==> config.mk <==
export PLATFORM = sky130hd
export DESIGN_NAME = i2s_tx
export DESIGN_NICKNAME = d
export VERILOG_FILES = /design/src/rtl/fm_audio_pkg.sv /design/src/rtl/i2s_bclk_gen.sv /design/src/rtl/i2s_tx.sv
export SDC_FILE = /design/constraint.sdc
export NUM_CORES = 1
export LEC_CHECK = 0
export CORE_MARGIN = 3
export CORE_UTILIZATION = 55
export CTS_CLUSTER_DIAMETER = 60
export DETAILED_ROUTE_END_ITERATION = 16
export HOLD_SLACK_MARGIN = 0.03
export PLACE_DENSITY = 0.79
export SKIP_CTS_REPAIR_TIMING = 1
export SLEW_MARGIN = 20
export SYNTH_ARGS = -nofsm -noshare
export SYNTH_HDL_FRONTEND = slang
export SYNTH_SLANG_ARGS = --single-unit
==> constraint.sdc <==
create_clock -name clk -period 3.9 [get_ports clk]
set_input_delay 0.585 -clock clk [delete_from_list [all_inputs] [get_ports clk]]
set_output_delay 0.585 -clock clk [all_outputs]
set_load 0.02 [all_outputs]
==> src/rtl/fm_audio_pkg.sv <==
// Shared constants for the FM audio path: default sample width, word-select
// polarity and the I2S framing modes.
package fm_audio_pkg;

  localparam int DEFAULT_DW = 16;

  localparam logic WS_LEFT  = 1'b0;
  localparam logic WS_RIGHT = 1'b1;

  typedef enum logic {
    ALIGN_I2S = 1'b0,
    ALIGN_LJ  = 1'b1
  } align_t;

endpackage

==> src/rtl/i2s_bclk_gen.sv <==
// I2S bit-clock generator: divides clk down to the bit clock and flags the
// cycle in which the bit clock is about to fall.
module i2s_bclk_gen #(
  parameter int CLK_DIV = 4
) (
  input  logic clk,
  input  logic rst,
  output logic bclk,
  output logic fall
);

  localparam int DIVW = (CLK_DIV > 1) ? $clog2(CLK_DIV) : 1;

  logic [DIVW-1:0] div_reg;
  logic            bclk_reg;
  logic            wrap;

  assign wrap = (div_reg == DIVW'(CLK_DIV - 1));

  always_ff @(posedge clk) begin
    if (rst) begin
      div_reg  <= '0;
      bclk_reg <= 1'b0;
    end else begin
      div_reg <= wrap ? '0 : div_reg + DIVW'(1);
      if (wrap) bclk_reg <= ~bclk_reg;
    end
  end

  assign bclk = bclk_reg;
  // Strobe is high in the cycle whose closing edge drives the bit clock low.
  assign fall = wrap & bclk_reg;

endmodule

==> src/rtl/i2s_tx.sv <==
// I2S master transmitter: single-entry holding buffer, frame register and
// MSB-first serializer supporting standard I2S and left-justified framing.
module i2s_tx
  import fm_audio_pkg::*;
#(
  parameter int DW      = DEFAULT_DW,
  parameter int CLK_DIV = 4
) (
  input  logic          clk,
  input  logic          rst,
  input  logic [DW-1:0] audio_l,
  input  logic [DW-1:0] audio_r,
  input  logic          din_valid,
  output logic          din_ready,
  input  logic          ws_align,
  output logic          i2s_clk,
  output logic          i2s_ws,
  output logic          i2s_dout,
  output logic          frame_start,
  output logic          underrun
);

  localparam int FW = 2 * DW;
  localparam int KW = $clog2(FW);

  logic          fall;
  logic          bclk;

  logic [DW-1:0] buf_l_reg;
  logic [DW-1:0] buf_r_reg;
  logic          buf_full_reg;
  logic          ready_reg;
  logic [FW-1:0] frame_reg;
  logic [KW-1:0] slot_reg;
  align_t        align_reg;
  logic          ws_reg;
  logic          dout_reg;
  logic          frame_start_reg;
  logic          underrun_reg;

  logic [KW-1:0] slot_next;
  logic          load;
  logic          accept;
  logic [FW-1:0] frame_next;
  align_t        align_next;
  logic [KW-1:0] idx_lj;
  logic [KW-1:0] idx_std;
  logic          bit_next;

  i2s_bclk_gen #(
    .CLK_DIV (CLK_DIV)
  ) u_bclk (
    .clk  (clk),
    .rst  (rst),
    .bclk (bclk),
    .fall (fall)
  );

  always_comb begin
    slot_next  = (slot_reg == KW'(FW - 1)) ? '0 : slot_reg + KW'(1);
    load       = fall && (slot_next == '0);
    accept     = din_valid && ready_reg;
    frame_next = frame_reg;
    align_next = align_reg;
    // The load sees the buffer as it was before any same-cycle write.
    if (load) begin
      align_next = align_t'(ws_align);
      if (buf_full_reg) frame_next = {buf_l_reg, buf_r_reg};
    end
    idx_lj  = KW'(FW - 1) - slot_next;
    idx_std = idx_lj + KW'(1);
    // Standard framing lags one slot: slot 0 carries the prior frame's LSB.
    if (align_next == ALIGN_LJ)
      bit_next = frame_next[idx_lj];
    else if (slot_next == '0)
      bit_next = frame_reg[0];
    else
      bit_next = frame_next[idx_std];
  end

  always_ff @(posedge clk) begin
    if (rst) begin
      buf_l_reg       <= '0;
      buf_r_reg       <= '0;
      buf_full_reg    <= 1'b0;
      ready_reg       <= 1'b1;
      frame_reg       <= '0;
      slot_reg        <= KW'(FW - 1);
      align_reg       <= ALIGN_I2S;
      ws_reg          <= WS_RIGHT;
      dout_reg        <= 1'b0;
      frame_start_reg <= 1'b0;
      underrun_reg    <= 1'b0;
    end else begin
      frame_start_reg <= load;
      underrun_reg    <= load && !buf_full_reg;
      if (fall) begin
        slot_reg  <= slot_next;
        frame_reg <= frame_next;
        align_reg <= align_next;
        ws_reg    <= (slot_next >= KW'(DW)) ? WS_RIGHT : WS_LEFT;
        dout_reg  <= bit_next;
      end
      if (accept) begin
        buf_l_reg    <= audio_l;
        buf_r_reg    <= audio_r;
        buf_full_reg <= 1'b1;
        ready_reg    <= 1'b0;
      end else if (load && buf_full_reg) begin
        buf_full_reg <= 1'b0;
        ready_reg    <= 1'b1;
      end
    end
  end

  assign din_ready   = ready_reg;
  assign i2s_clk     = bclk;
  assign i2s_ws      = ws_reg;
  assign i2s_dout    = dout_reg;
  assign frame_start = frame_start_reg;
  assign underrun    = underrun_reg;

endmodule

==> results.toml <==
[outcome]
run_status = "completed"

[placement]
io_buffers = 41
placedInstanceArea_sq_um = 3950
place_congestion = 0.919
dp.cells = 513
dpl.hpwl_mm = 5.43

[timing]
setup_viol = 0
holdWs_ns = 0.423
fin_crit_sh = 0.945
tns_ns = 0
hold_viol_final = 0
relSlewSlack = 0.409
worstMarginPinSlew_ns = 0.862
fin_worst_skew_ns = 0.00823
max_freq_mhz = 271
finalMaxSlewViolations = 0
rsz0062_at_grt = "no"
layout_min_cycle_time_ns = 3.68

[global_routing]
busiest_layer = "met2"
grtUsageTotal = 0.222
overflow = 0
antenna_found_initial = 0
grt_util_met3 = 0.0519
grt_pass1_vias = 2757
met1_usage = 0.311
grtUsageMet2 = 0.333
grt_pass1_wl_mm = 13.1
grt_max_degree = 79

[cells_and_area]
drive_gt1_frac = 0.0923
antenna_cells = 0
area_delta_synth_final_pct = 19.1
fill_cells = 503
design_area_sq_um = 4170
fin_nets = 490
area.sequential_sq_um = 1560
multi_input_area_sq_um = 1850
fin_cells = 530
largest_reg_flops = 32

[synthesis]
ys_top_cells_by_count = "nand2_1, dfxtp_1, nor2_1"
yosysWarnings = 0
synth_fp_nets = 456
synth_area_leaders = "dfxtp_1, nand2_1, mux2i_1, a21oi_1, nor2_1"
synthMuxAreaShare = 0.124
yosys.area_share.simple = 0.225
yosysTopAreaCellShare = 0.446
synth-adder-area-share = 0.0143
netlist_area_sq_um = 3500
avgSynthCellArea_sq_um = 8.42
yosysMostFrequentCell = "nand2_1"
synth.largest_area_cell = "dfxtp_1"
ys.flop_type = "dfxtp_1"
synth-async-reset-ratio = 0
synth_edf_count = 0
postSynthCellCount = 416
synth_cell_types = 52
synth_top_family_by_area = "simple AND/OR/NAND/NOR gates"
ys_seq_area_frac = 0.446
synth_compound_area_frac = 0.150
synthXorXnorAreaFrac = 0.00750
synth.ff_latch_count = 78

[hold_path]
hp-class = "flip-flop to flip-flop"

[cts]
clk_pin_slew_ns = 0.08
cts_root_buffer = "clkbuf_8"
clkLatencyLatePin_ns = 0.35
cts_buffers = 9
cts_max_level = 3
cts_tree = "done"
cts_sinks = 78
cts.path.max_buffers = 2

[power]
p_total_mw = 1.54
leakage_nw = 1.72
power.density_nw_per_um2 = 369
peakVddDrop_uv = 245

[routing]
wl_per_cell_um = 15.0
drt-vias-per-instance = 5.69
postRouteWirelength_mm = 7.95
drt_iter0_drc = 201
drcViolationCount = 0
vias = 3016
drtAntennaViolNets = 0
firstDrtPassIters = 5

[worst_setup_path]
max_stage_delay_ns = 0.50
path_depth = 15
cp.required_ns = 4.15
crit_chain = "ha_1 > and3_1 > ha_2 > nor2_1 > mux2_2 > nor3b_1 > ha_2 > nand4_4 > buf_4 > mux2i_2 > o221ai_1 > nor3_1 > nor3_1 > or4_1 > o2bb2ai_1"
end_kind = "flip-flop"
cp-endpoint = "i2s_dout"
crit_start = "slot_reg[0]"
critPathTopFamily = "simple AND/OR/NAND/NOR gates"
cp.arrival_ns = 3.93
reg2reg_to = "i2s_dout"
worstSetupPathType = "flip-flop to flip-flop"
path_buf_inv = 1
slowest_stage = "or4_1"
cp_max_fo = 8
reg2reg_depth = 15
r2r-start = "slot_reg[0]"
worstSetupStartpointType = "flip-flop"
r2r_slack_ns = 0.22

[die]
rows = 28
coreArea_sq_um = 6060
io_pins = 42
dieArea_sq_um = 7370
initial_core_util = 0.578
die_h_um = 85.8
die_w_um = 85.8

[job]
maxCapViolations = 0
-- worst min-delay path by stage --
stage,startpoint,to,slack (ns),cells past startpoint
6_report,u_bclk.div_reg[0],u_bclk.div_reg[0],0.42,1
4_1_cts,u_bclk.div_reg[0],u_bclk.div_reg[0],0.43,1
2_1_floorplan,u_bclk.div_reg[0],u_bclk.div_reg[0],0.40,1
5_1_grt,buf_l_reg[10],buf_l_reg[10],0.48,2
3_3_place_gp,u_bclk.div_reg[0],u_bclk.div_reg[0],0.41,1
3_5_place_dp,u_bclk.div_reg[0],u_bclk.div_reg[0],0.42,1
-- layer usage --
layer,wire [um],part of all wire,up-vias
met5,0,0,-
met4,136,0.017,0
li1,-,-,1515
met3,403,0.051,14
met2,3520,0.44,93
met1,3890,0.49,1394
-- worst register-to-register path, cell delays in order (launching register included) --
cell,delay (ns)
dfxtp_2,0.40
ha_1,0.26
and3_1,0.18
ha_2,0.24
nor2_1,0.07
mux2_2,0.27
nor3b_1,0.23
ha_2,0.24
nand4_4,0.16
buf_4,0.22
mux2i_2,0.23
o221ai_1,0.15
nor3_1,0.23
nor3_1,0.08
or4_1,0.50
o2bb2ai_1,0.13
-- final cells by class --
cell class | instances | area share
multi-input combinational | 309 | 0.443
sequential | 78 | 0.375
timing repair buffer | 51 | 0.115
clock buffer | 12 | 0.0324
tap | 75 | 0.0225
clock inverter | 4 | 0.0114
inverter | 1 | 0.000900
-- metrics by stage --
stage,utilization,setup WS (ns)
after floorplan,-,0.388
after global placement,0.652,0.221
after detailed placement,0.652,0.0472
after CTS,0.682,0.0257
after global routing,0.688,0.00618
final,0.688,0.216
-- cells in the final DEF (no fill, tap or decap), drive strengths merged, types with 3 or more instances in the layout --
master / n
a21oi: 39
nor2: 45
a211o: 4
nor2b: 4
nor3: 10
nand4: 5
nand2: 90
o211ai: 5
a22oi: 3
o21ai: 5
buf: 11
and2: 3
mux2i: 32
a211oi: 3
dfxtp: 78
clkdlybuf4s50: 40
xnor2: 3
mux2: 6
ha: 4
nand3: 13
clkbuf: 12
-- power by group --
part | internal [mW] | total [mW] | leakage [nW] | switching [mW]
clock network | 0.294 | 0.572 | 0.0904 | 0.278
logic | 0.0647 | 0.130 | 0.997 | 0.0651
registers | 0.822 | 0.839 | 0.634 | 0.0170
-- cells by family after synthesis --
| logic type | Yosys count |
|---|---|
| AO/OA/AOI/OAI | 81 |
| XOR/XNOR | 3 |
| adder cells (fa/ha/maj) | 4 |
| buffers and inverters | 29 |
| flip-flops | 78 |
| multiplexers | 40 |
| AND/OR/NAND/NOR | 181 |
(Power assumes the default switching activity.)
